==> src/rtl/systolic_skew_feeder.sv <==
// Row-major to skewed-diagonal feeder for systolic_array: lane c is delayed c cycles, then zero rows drain the array.
// Optional FEEDER_ROW_COUNT_EN adds out_rows, the row count of the last completed matrix.
module systolic_skew_feeder #(
  parameter int BitSize     = 8,
  parameter int NumOfInputs = 4,
  parameter int NumOfNerves = 2
) (
  input  logic                              clk,
  input  logic                              res_n,
  input  logic                              down_ready,
  input  logic                              in_valid,
  input  logic                              in_last,
  input  logic [NumOfInputs*BitSize-1:0]    in_data,
  output logic                              in_ready,
  output logic                              out_valid,
  output logic                              out_start,
  output logic [NumOfInputs*BitSize-1:0]    out_data,
  output logic                              out_busy
`ifdef FEEDER_ROW_COUNT_EN
  ,
  output logic [15:0]                       out_rows
`endif
);

  localparam int FlushLen = NumOfInputs + NumOfNerves - 1;
  localparam int CntW     = $clog2(FlushLen + 1);

  typedef enum logic [1:0] {S_IDLE, S_FEED, S_FLUSH} state_t;

  state_t          r_state;
  state_t          w_state_nxt;
  logic [CntW-1:0] r_flush_cnt;
  logic            r_out_valid;
  logic            r_out_start;
  logic            w_feeding;
  logic            w_accept;
  logic            w_advance;
  logic            w_flush_done;

  always_ff @(posedge clk or negedge res_n) begin
    if (!res_n) r_state <= S_IDLE;
    else        r_state <= w_state_nxt;
  end

  always_comb begin
    w_state_nxt = r_state;
    case (r_state)
      S_IDLE, S_FEED: if (w_accept) w_state_nxt = in_last ? S_FLUSH : S_FEED;
      S_FLUSH:        if (w_flush_done) w_state_nxt = S_IDLE;
      default:        w_state_nxt = S_IDLE;
    endcase
  end

  // in_ready is gated by res_n so it is low for the whole reset, not just after the first edge
  always_comb begin
    w_feeding    = (r_state == S_IDLE) || (r_state == S_FEED);
    in_ready     = res_n && down_ready && w_feeding;
    w_accept     = down_ready && w_feeding && in_valid;
    w_advance    = w_accept || (down_ready && (r_state == S_FLUSH));
    w_flush_done = down_ready && (r_state == S_FLUSH) && (r_flush_cnt == CntW'(FlushLen - 1));
    out_busy     = (r_state != S_IDLE);
  end

  always_ff @(posedge clk or negedge res_n) begin
    if (!res_n) begin
      r_flush_cnt <= '0;
    end else if (w_advance && (r_state == S_FLUSH)) begin
      r_flush_cnt <= w_flush_done ? '0 : r_flush_cnt + 1'b1;
    end
  end

  always_ff @(posedge clk or negedge res_n) begin
    if (!res_n) begin
      r_out_valid <= 1'b0;
      r_out_start <= 1'b0;
    end else begin
      r_out_valid <= w_advance;
      r_out_start <= w_accept;
    end
  end

  assign out_valid = r_out_valid;
  assign out_start = r_out_start;

  // Lane c owns c+1 stages; stalls hold every stage so the skew stays aligned with the frozen array
  for (genvar c = 0; c < NumOfInputs; c++) begin : g_lane
    logic [BitSize-1:0] r_stage [0:c];

    always_ff @(posedge clk or negedge res_n) begin
      if (!res_n) begin
        for (int s = 0; s <= c; s++) r_stage[s] <= '0;
      end else if (w_advance) begin
        r_stage[0] <= w_accept ? in_data[(NumOfInputs-c)*BitSize-1 -: BitSize] : '0;
        for (int s = 1; s <= c; s++) r_stage[s] <= r_stage[s-1];
      end
    end

    assign out_data[(NumOfInputs-c)*BitSize-1 -: BitSize] = r_stage[c];
  end

`ifdef FEEDER_ROW_COUNT_EN
  logic [15:0] r_row_cnt;
  logic [15:0] r_rows;

  always_ff @(posedge clk or negedge res_n) begin
    if (!res_n) begin
      r_row_cnt <= '0;
      r_rows    <= '0;
    end else begin
      if (w_accept) begin
        if (r_state == S_IDLE)          r_row_cnt <= 16'd1;
        else if (r_row_cnt != 16'hFFFF) r_row_cnt <= r_row_cnt + 16'd1;
      end
      if (w_flush_done) r_rows <= r_row_cnt;
    end
  end

  assign out_rows = r_rows;
`endif

endmodule

==> config.mk <==
export PLATFORM = sky130hd
export DESIGN_NAME = systolic_skew_feeder
export DESIGN_NICKNAME = d
export VERILOG_FILES = /design/src/rtl/systolic_skew_feeder.sv
export SDC_FILE = /design/constraint.sdc
export NUM_CORES = 1
export LEC_CHECK = 0
export ABC_AREA = 1
export CORE_MARGIN = 2
export CORE_UTILIZATION = 45
export CTS_CLUSTER_SIZE = 30
export DETAILED_ROUTE_END_ITERATION = 7
export PLACE_DENSITY_LB_ADDON = 0.2
export SYNTH_ARGS = -nofsm -noshare
export SYNTH_HDL_FRONTEND = slang
export SYNTH_SLANG_ARGS = --single-unit
==> constraint.sdc <==
create_clock -name clk -period 1.25 [get_ports clk]
set_input_delay 0.25 -clock clk [delete_from_list [all_inputs] [get_ports clk]]
set_output_delay 0.25 -clock clk [all_outputs]
set_load 0.05 [all_outputs]
# Word level (Yosys, flattened, before mapping)
# Index checks and enable logic that the tools add are counted.
[classes]
addsub = 1
eq_ne = 5
mux = 9
n_reduce_logical = 13
[op_table]
columns = ["op", "count"]
rows = [
  ["$mux W8", 4],
  ["$logic_and A1 B1 Y1", 7],
  ["$mux W2", 3],
  ["$ne A2 B2 Y1 const B", 2],
  ["$pmux W2 S2", 1],
  ["$add A3 B1 Y3 const B", 1],
  ["$eq A3 B3 Y1 const B", 1],
  ["$mux W3", 1],
  ["$eq A2 B1 Y1 const B", 1],
  ["$eq A2 B2 Y1 const B", 1],
  ["$logic_not A2 Y1", 1],
  ["$logic_or A1 B1 Y1", 2],
  ["$reduce_and A2 Y1", 1],
  ["$reduce_bool A2 Y1", 1],
  ["$reduce_or A2 Y1", 1],
]
[word_totals]
register_bits = 87
word_cells = 42

# Longest topological paths before layout
# Gate-level depths: netlist of the first run.
[logic_depth]
depth_word = 6
ltp_mapped = 7
depth_no_buf = 6

# Worst setup path after synthesis of the first run
# Ideal clock, no wire load.
[synth_timing]
path_type = "reg-to-output"
start = "register r_state[1]"
end = "output in_ready"
t_arrival_ns = 1.063
required_time_ns = 1.000
path_slack_ns = -0.063
path_stages_with_launch = 2
cell_sequence = "dfrtp_1 -> nor2_1"
[synth_via]
elab_chain_len = 3
word_cells_on_any_way = 4
cone_classes = "eq/ne: 1; reduce/logical: 3"
[synth_rtl]
columns = ["item", "line_no", "rtl"]
rows = [
  ["from (decl)", "30", "state_t r_state;"],
  ["from (signal assigned)", "42", "else r_state <= w_state_nxt;"],
  ["$eq A2 B1 Y1 / $logic_not A2 Y1 (equally long branches)", "56", "w_feeding = (r_state == S_IDLE) || (r_state == S_FEED);"],
  ["$logic_or A1 B1 Y1 (*)", "56", ""],
  ["$logic_and A1 B1 Y1 (*)", "57", "in_ready = res_n && down_ready && w_feeding;"],
  ["to (decl)", "14", "output logic in_ready,"],
]
# Every way passes the cells marked *; elsewhere a longest branch is shown, timed or not.

# Worst setup path in the final report of the first run
[layout_timing]
start = "register r_state[1]"
end = "output out_busy"
[layout_via]
elab_chain_len = 1
[layout_rtl]
columns = ["item", "line_no", "rtl"]
rows = [
  ["$reduce_bool A2 Y1", "61", "out_busy = (r_state != S_IDLE);"],
  ["to (decl)", "18", "output logic out_busy"],
]
# Every way passes these cells.

==> impl_metrics.env, run 1 <==
export IMPL_status="complete, but fails checks"
export IMPL_violations="setup timing"
export IMPL_hp_start="in_data[25]"
export IMPL_fmax_mhz=757.7
export IMPL_post_route_cells_drive_above_1_share_pct=16.99
export IMPL_die_x_microns=94.63
export IMPL_grt_use_total_pct=17.22
export IMPL_leakage_nw=2.564
export IMPL_final_setup_viol_count=50
export IMPL_rsz0062_at_grt="true"
export IMPL_fin_skew_ps=10.22
export IMPL_fin_crit_sh_pct=105.6
export IMPL_clock_latency_ps=350
export IMPL_crit_type="reg -> out"
export IMPL_cp_arrival_ps=1070
export IMPL_vdd_drop_max_mv=1.458
export IMPL_gp_congestion=0.7819
export IMPL_synth_area_sq_um=3696
export IMPL_first_global_vias=2558
export IMPL_crit_slowest_cell="dfrtp_2"
export IMPL_num_fill_cells=711
export IMPL_yosys_area_top_type="dfrtp_1"
export IMPL_fin_util_pct=61.87
export IMPL_initial_utilization_pct=45.67
export IMPL_hpwl_microns=4723
export IMPL_cts_root_buffer="clkbuf_8"
export IMPL_clkTransAtPathRegs_ps=80
export IMPL_cp_max_fo=4
export IMPL_synth_nets=451
export IMPL_ioPinCount=73
export IMPL_rr_startpoint="r_state[1]"
export IMPL_tns_ps=-853.3
export IMPL_required_ps=1000
export IMPL_fin_crit_ps=1320
export IMPL_ys_warn_count=0
export IMPL_cp_startpoint="r_state[1]"
export IMPL_yosysSeqAreaShare_pct=58.90
export IMPL_antenna_found_initial=0
export IMPL_wl_per_cell_microns=13.39
export IMPL_drtIter0Drc=175
export IMPL_fin_ws_ps=-69.83
export IMPL_critPathMaxStageDelay_ps=450
export IMPL_regArea_sq_um=2178
export IMPL_drv_cap=0
export IMPL_ant_nets=0
export IMPL_cp_start_kind="flop"
export IMPL_fp_dieArea_sq_um=8954
export IMPL_synth_area_per_cell_sq_um=8.971
export IMPL_coreArea_sq_um=8093
export IMPL_hold_violations=0
export IMPL_routed_wl_microns=7630
export IMPL_grt_overflow=0
export IMPL_cts_buffers=9
export IMPL_grt_pass1_wl_microns=12130
export IMPL_num_rows=33
export IMPL_n_antenna_cell=0
export IMPL_hp_class="in -> reg"
export IMPL_viasPerCell=4.816
export IMPL_area_growth_syn_to_layout_pct=35.48
export IMPL_grt_max_degree=88
export IMPL_dieHeight_microns=94.63
export IMPL_synth_cells=412
export IMPL_clockBufferDepth=2
export IMPL_cts_tree="yes"
export IMPL_drc=0
export IMPL_synth_top_area_share_pct=58.90
export IMPL_clock_sinks=87
export IMPL_vias=2745
export IMPL_powerDensity_nw_per_um2=2519
export IMPL_synth_area_leaders="dfrtp_1 59%, nand2_1 18%, nand3_1 12%"
export IMPL_slew_viol_final=0
export IMPL_multi_input_area_sq_um=1186
export IMPL_critical_path_cell_chain="inv_2 > nand2_2 > buf_12"
export IMPL_htree_levels=3
export IMPL_critPathCaptureType="output pin"
export IMPL_synth_seq_cells=87
export IMPL_slew_headroom_pct=69.85
export IMPL_nets=500
export IMPL_port_buffers=72
export IMPL_synth_cell_types=14
export IMPL_power_mw=12.61
export IMPL_drt_pass1_iter_count=4
export IMPL_tightestPinTransition_ps=452.2
## worst max-delay path, delay by kind of cell, from the launching register on
family / cells / cell delay, ps
buf+inv: 2 / 220
flops: 1 / 450
simple gates: 1 / 60
## Yosys cell counts
library cell  instances
buf_1                 1
buf_2                11
buf_4                36
buf_6                 2
dfrtp_1              87
ha_1                  2
inv_1                 5
inv_2                 2
nand2_1             174
nand3_1              85
nand3_2               1
nor2_1                4
o21ai_0               1
o21bai_1              1
## cell usage in the layout, fill, tap and decap left out
cell	synthesis	routed
nand3_1	85	84
nand2_4	0	1
inv_4	0	1
dlygate4sd3_1	0	1
dfrtp_1	87	86
inv_6	0	2
ha_1	2	2
nand2_2	0	4
buf_12	0	40
clkbuf_8	0	9
clkdlybuf4s15_1	0	1
nand2_1	174	169
o21bai_1	1	1
clkbuf_16	0	2
clkinvlp_4	0	3
nor2_1	4	3
nand3_4	0	2
buf_6	2	2
o21ai_0	1	1
clkdlybuf4s50_1	0	34
clkinv_2	0	1
dfrtp_2	0	1
buf_4	36	7
inv_2	2	2
nor2_4	0	1
inv_1	5	4
buf_16	0	1
## sequential cells by signal (all words and copies together), names as in the netlist
register and cells:
g_lane.r_stage 56, out_valid 1, r_flush_cnt 3, out_start 1, out_data 24, r_state 2
## final cells by class
cell class	instances	area share [%]
clock buffer	9	2.474
clock inverter	6	0.8996
inverter	7	0.5747
multi-input combinational	268	23.69
sequential	87	43.50
tap	105	2.624
timing repair buffer	88	26.24
## what timing repair did
item,in CTS,in global routing
hold buffers,1,0
pin swaps,1,1
endpoints found under the setup margin,2,87
hold endpoints to repair,49,0
buffers inserted,2,0
resized for setup,8,6
gates cloned,0,2
## per-stage QoR
step	hold WS, ps	cells	setup slack [ps]	area (sq um)
2_1_floorplan	-45.59	412	152.5	3699
3_3_place_gp	377.8	550	-284.6	4725
3_5_place_dp	372.0	550	-361.5	4725
4_1_cts	416.3	568	-85.64	4938
5_1_grt	434.5	570	-110.1	5007
6_report	434.6	570	-69.83	5007
## layer usage
layer / GRT usage (%) / routed length [microns] / vias up
li1: - / - / 1384
met4: 6.643 / 103 / 0
met3: 3.272 / 261 / 7
met1: 24.26 / 3675 / 1295
met5: 0 / 0 / -
met2: 26.54 / 3590 / 59
## report_power, final
part | switching, mW | leakage, nW | internal, mW
clock network | 0.990 | 0.0781 | 0.721
logic | 3.25 | 1.35 | 2.82
registers | 0.890 | 1.14 | 3.94
total | 5.13 | 2.56 | 7.48
## path summary, 6_finish.rpt
kind | endpoint | slack, ps | cells past startpoint
setup / recovery | out_busy | -70 | 3
hold / removal | g_lane[0].r_stage[1] | 430 | 3
setup reg to reg | g_lane[2].r_stage[9] | -40 | 7
hold reg to reg | g_lane[3].r_stage[20] | 460 | 2
max in group asynchronous | r_state[1] | 300 | 3
min in group asynchronous | out_data[8] | 560 | 3
## logic make-up (layout without fill, tap and decap cells)
kind of cell,Yosys count,in the layout,synth area share [%]
AO/OA/AOI/OAI,2,2,0.3385
adder cells (fa/ha/maj),2,2,0.6769
buffers and inverters,57,110,10.22
flip-flops,87,87,58.90
AND/OR/NAND/NOR,264,264,29.86
Power figures use the tool's default switching activity.
==> inputs of run 2 (changes only) <==
--- a/config.mk
+++ b/config.mk
@@ -6,11 +6,13 @@
 export NUM_CORES = 1
 export LEC_CHECK = 0
 export ABC_AREA = 1
+export CAP_MARGIN = 15
 export CORE_MARGIN = 2
-export CORE_UTILIZATION = 45
+export CORE_UTILIZATION = 51
 export CTS_CLUSTER_SIZE = 30
 export DETAILED_ROUTE_END_ITERATION = 7
 export PLACE_DENSITY_LB_ADDON = 0.2
+export SETUP_SLACK_MARGIN = 0.05
 export SYNTH_ARGS = -nofsm -noshare
 export SYNTH_HDL_FRONTEND = slang
 export SYNTH_SLANG_ARGS = --single-unit
==> impl_metrics.env, run 2 (synthesized netlist as in run 1, its figures left out) <==
export IMPL_status="complete, but fails checks"
export IMPL_vias=3260
export IMPL_htree_levels=3
export IMPL_cp_arrival_ps=1700
export IMPL_cts_buffers=9
export IMPL_fmax_mhz=689.4
export IMPL_instances_no_fill=611
export IMPL_critical_path_cell_chain="buf_4 > buf_6 > nand3_4 > buf_8 > clkbuf_16 > nand3_1 > nand2_1"
export IMPL_fin_skew_ps=11.61
export IMPL_fin_crit_sh_pct=116.0
export IMPL_reg2reg_depth=7
export IMPL_gp_congestion=0.7211
export IMPL_drv_cap=0
export IMPL_dieHeight_microns=89.13
export IMPL_cts_root_buffer="clkbuf_8"
export IMPL_drtIter0Drc=252
export IMPL_routed_wl_microns=10390
export IMPL_n_antenna_cell=0
export IMPL_layout_cells_most_common_list="171 x nand2_1, 87 x dfrtp_1, 82 x nand3_1, 42 x buf_12, 34 x clkdlybuf4s50_1"
export IMPL_slew_viol_final=0
export IMPL_ant_nets=0
export IMPL_drt_pass1_iter_count=4
export IMPL_first_global_vias=2644
export IMPL_die_x_microns=89.13
export IMPL_power_mw=14.51
export IMPL_largest_reg_flops=56
export IMPL_crit_type="reg -> reg"
export IMPL_area_growth_syn_to_layout_pct=53.25
export IMPL_num_fill_cells=474
export IMPL_critPathCaptureType="flop"
export IMPL_powerDensity_nw_per_um2=2563
export IMPL_rsz0062_at_grt="true"
export IMPL_fin_crit_ps=1451
export IMPL_clock_latency_ps=380
export IMPL_cp_start_kind="flop"
export IMPL_clockBufferDepth=2
export IMPL_coreArea_sq_um=7137
export IMPL_grt_max_degree=88
export IMPL_port_buffers=72
export IMPL_hp_class="in -> reg"
export IMPL_required_ps=1500
export IMPL_slew_headroom_pct=69.51
export IMPL_r2r_end="g_lane[2].r_stage[12]"
export IMPL_wl_per_cell_microns=17.00
export IMPL_grt_pass1_wl_microns=12190
export IMPL_nets=546
export IMPL_worst_path_stages=7
export IMPL_hold_violations=0
export IMPL_critPathMaxStageDelay_ps=420
export IMPL_top_register="g_lane.r_stage"
export IMPL_reg2reg_slack_ps=-200
export IMPL_pre_cts_slack_ps=-426.3
export IMPL_cp_max_fo=7
export IMPL_final_setup_viol_count=86
export IMPL_fp_dieArea_sq_um=7944
export IMPL_crit_slowest_cell="dfrtp_1"
export IMPL_clock_sinks=87
export IMPL_initial_utilization_pct=51.79
export IMPL_num_rows=31
export IMPL_hpwl_microns=4531
export IMPL_cts_tree="yes"
export IMPL_cp_startpoint="r_state[1]"
export IMPL_fin_ws_ps=-200.6
export IMPL_ioPinCount=73
export IMPL_clkTransAtPathRegs_ps=90
export IMPL_leakage_nw=2.929
export IMPL_drc=0
export IMPL_cp_top_family="buffers and inverters"
export IMPL_cp_buffers_inverters=4
export IMPL_rr_startpoint="r_state[1]"
export IMPL_violations="setup timing"
export IMPL_hold_depth=3
export IMPL_tightestPinTransition_ps=457.4
export IMPL_post_route_cells_drive_above_1_share_pct=24.41
export IMPL_viasPerCell=5.336
export IMPL_crit_end="g_lane[2].r_stage[12]"
export IMPL_antenna_found_initial=0
export IMPL_vdd_drop_max_mv=1.730
export IMPL_grt_use_total_pct=20.01
export IMPL_grt_overflow=0
export IMPL_layout_commonest_cell="nand2_1"
export IMPL_place_detailed_instances=547
[run 2: worst min path at each step]
stage	start	slack (ps)	end
floorplan	res_n	-50	g_lane[0].r_stage[0]
global placement	res_n	350	g_lane[1].r_stage[15]
detailed placement	res_n	340	out_data[7]
CTS	down_ready	400	r_state[1]
global route	in_data[9]	420	g_lane[2].r_stage[17]
finish	in_data[24]	410	g_lane[0].r_stage[0]
[run 2: timing repair]
action                                  4_1_cts  5_1_grt
gates cloned                                  1       18
setup buffers                                 6       23
resized for setup                             7       25
hold buffers                                  1        0
pin swaps                                     1        1
endpoints found under the setup margin       77      121
endpoints found under the hold margin        87        0
[run 2: report_power, final]
part           switching, mW  internal, mW  total, mW
Combinational           3.78          3.78       7.57
Sequential             0.932          3.94       4.88
Clock                   1.08         0.989       2.07
Total                   5.80          8.72       14.5
[run 2: metal layers]
layer	part of all wire [%]	vias to the layer above	global-route usage, %
met5	0	-	0
li1	-	1484	-
met1	37	1604	27.76
met4	2.4	0	6.513
met2	53	144	30.37
met3	7.3	28	6.187
[run 2: metrics by stage]
step / area, sq um / TNS [ps] / hold WS [ps] / util [%]
after CTS: 5052 / -2396 / 400.2 / 70.79
after floorplan: 3699 / 0 / -45.59 / -
after detailed placement: 4742 / -30190 / 341.9 / 66.44
after global placement: 4742 / -24220 / 345.5 / 66.44
after global routing: 5664 / -13910 / 421.7 / 79.37
final: 5664 / -9855 / 408.4 / 79.37
[run 2: final cells by class]
class / count / area [sq um] / share of cell area [%]
timing repair buffer: 134 / 1927 / 34.02
clock buffer: 10 / 137.6 / 2.430
clock inverter: 6 / 67.56 / 1.193
inverter: 7 / 31.28 / 0.5522
multi-input combinational: 268 / 1200 / 21.18
tap: 99 / 123.9 / 2.187
sequential: 87 / 2177 / 38.44
[run 2: worst register-to-register path: cells and delay by family, from the launching register on]
family                 cells  cell delay, ps
buffers and inverters      4             580
and+or+nand+nor            3             340
DFF                        1             420
==> inputs of run 3 (changes only) <==
--- a/config.mk
+++ b/config.mk
@@ -13,6 +13,8 @@
 export DETAILED_ROUTE_END_ITERATION = 7
 export PLACE_DENSITY_LB_ADDON = 0.2
 export SETUP_SLACK_MARGIN = 0.05
+export SLEW_MARGIN = 0
 export SYNTH_ARGS = -nofsm -noshare
 export SYNTH_HDL_FRONTEND = slang
 export SYNTH_SLANG_ARGS = --single-unit
+export TNS_END_PERCENT = 1
==> constraint.sdc (replaced) <==
create_clock -name clk -period 1.4 [get_ports clk]
set_input_delay 0.28 -clock clk [delete_from_list [all_inputs] [get_ports clk]]
set_output_delay 0.28 -clock clk [all_outputs]
set_load 0.05 [all_outputs]
==> impl_metrics.env, run 3 (synthesized netlist as in run 1, its figures left out) <==
export IMPL_htree_levels=3
export IMPL_grt_use_total_pct=21.07
export IMPL_grt_max_degree=88
export IMPL_die_x_microns=89.13
export IMPL_layout_commonest_cell="nand2_1"
export IMPL_num_rows=31
export IMPL_critPathMaxStageDelay_ps=450
export IMPL_critical_path_cell_chain="inv_2 > nand2_2 > buf_12"
export IMPL_hp_class="in -> async"
export IMPL_layout_cells_most_common_list="167 x nand2_1, 86 x dfrtp_1, 67 x nand3_1, 40 x buf_12, 34 x clkdlybuf4s50_1"
export IMPL_power_mw=11.88
export IMPL_grt_overflow=0
export IMPL_required_ps=1120
export IMPL_n_antenna_cell=0
export IMPL_fin_ws_ps=20.16
export IMPL_cp_start_kind="flop"
export IMPL_top_register="g_lane.r_stage"
export IMPL_clock_latency_ps=350
export IMPL_post_route_cells_drive_above_1_share_pct=21.75
export IMPL_crit_slowest_cell="dfrtp_2"
export IMPL_drt_pass1_iter_count=4
export IMPL_hold_violations=12
export IMPL_port_buffers=72
export IMPL_antenna_found_initial=0
export IMPL_clockBufferDepth=2
export IMPL_drv_cap=0
export IMPL_grt_pass1_wl_microns=12590
export IMPL_wl_per_cell_microns=14.05
export IMPL_ioPinCount=73
export IMPL_viasPerCell=5.074
export IMPL_ant_nets=0
export IMPL_dieHeight_microns=89.13
export IMPL_place_detailed_instances=546
export IMPL_instances_no_fill=568
export IMPL_fmax_mhz=724.7
export IMPL_cts_tree="yes"
export IMPL_clock_sinks=87
export IMPL_fin_skew_ps=6.001
export IMPL_powerDensity_nw_per_um2=2289
export IMPL_stdcell_area_sq_um=5189
export IMPL_fp_dieArea_sq_um=7944
export IMPL_cts_buffers=9
export IMPL_initial_utilization_pct=51.79
export IMPL_hpwl_microns=4685
export IMPL_routed_wl_microns=7982
export IMPL_area_growth_syn_to_layout_pct=40.39
export IMPL_crit_type="reg -> out"
export IMPL_slew_viol_final=0
export IMPL_vias=2882
export IMPL_whs_ps=-9.700
export IMPL_placed_area_sq_um=4720
export IMPL_leakage_nw=2.636
export IMPL_cp_arrival_ps=1100
export IMPL_fin_util_pct=72.70
export IMPL_critPathCaptureType="output pin"
export IMPL_first_global_vias=2691
export IMPL_pre_cts_slack_ps=-298.4
export IMPL_tightestPinTransition_ps=447.3
export IMPL_cp_startpoint="r_state[1]"
export IMPL_final_setup_viol_count=0
export IMPL_status="complete, but fails checks"
export IMPL_coreArea_sq_um=7137
export IMPL_cp_max_fo=4
export IMPL_fin_crit_sh_pct=98.56
export IMPL_drc=0
export IMPL_largest_reg_flops=56
export IMPL_rsz0062_at_grt="true"
export IMPL_fin_crit_ps=1380
export IMPL_clkTransAtPathRegs_ps=90
export IMPL_gp_congestion=0.8200
export IMPL_vdd_drop_max_mv=1.190
export IMPL_violations="hold timing"
export IMPL_slew_headroom_pct=70.18
export IMPL_drtIter0Drc=312
export IMPL_cts_root_buffer="clkbuf_8"
export IMPL_nets=503
export IMPL_tns_ps=0
export IMPL_rr_startpoint="r_state[1]"
## run 3: metal layers
metal / track usage (%) / part of all wire [%]
met1: 28.51 / 41
met2: 32.79 / 52
met3: 5.448 / 5.1
met4: 8.412 / 1.4
met5: 0 / 0
## run 3: worst paths after layout
kind | end | slack (ps) | cells past startpoint
hold / removal | out_data[5] | -10 | 2
setup / recovery | out_busy | 20 | 3
min in group clk | g_lane[3].r_stage[25] | 460 | 3
hold reg to reg | g_lane[3].r_stage[22] | 470 | 2
max in group asynchronous | r_state[1] | 1030 | 2
setup reg to reg | g_lane[1].r_stage[14] | 50 | 8
## run 3: layout make-up
class	instances	area (sq um)
Clock buffer	11	141.4
Clock inverter	5	81.33
Fill cell	537	1948
Inverter	7	33.78
Multi-Input combinational cell	268	1276
Sequential cell	87	2178
Tap cell	99	123.9
Timing Repair Buffer	91	1354
## run 3: worst max-delay path: cells and delay by family (launching register included)
kind / cells / cell delay [ps]
AND/OR/NAND/NOR: 1 / 60
flip-flops: 1 / 450
buffers and inverters: 2 / 230
## run 3: repair_timing
item	CTS	global route
buffers inserted	3	0
pin swaps	0	1
hold buffers	0	0
endpoints found under the setup margin	2	67
gates cloned	1	2
resized for setup	9	30
## run 3: power by group
group / internal (mW) / switching, mW
Combinational: 2.61 / 2.99
Sequential: 3.52 / 0.843
Clock: 1.05 / 0.860
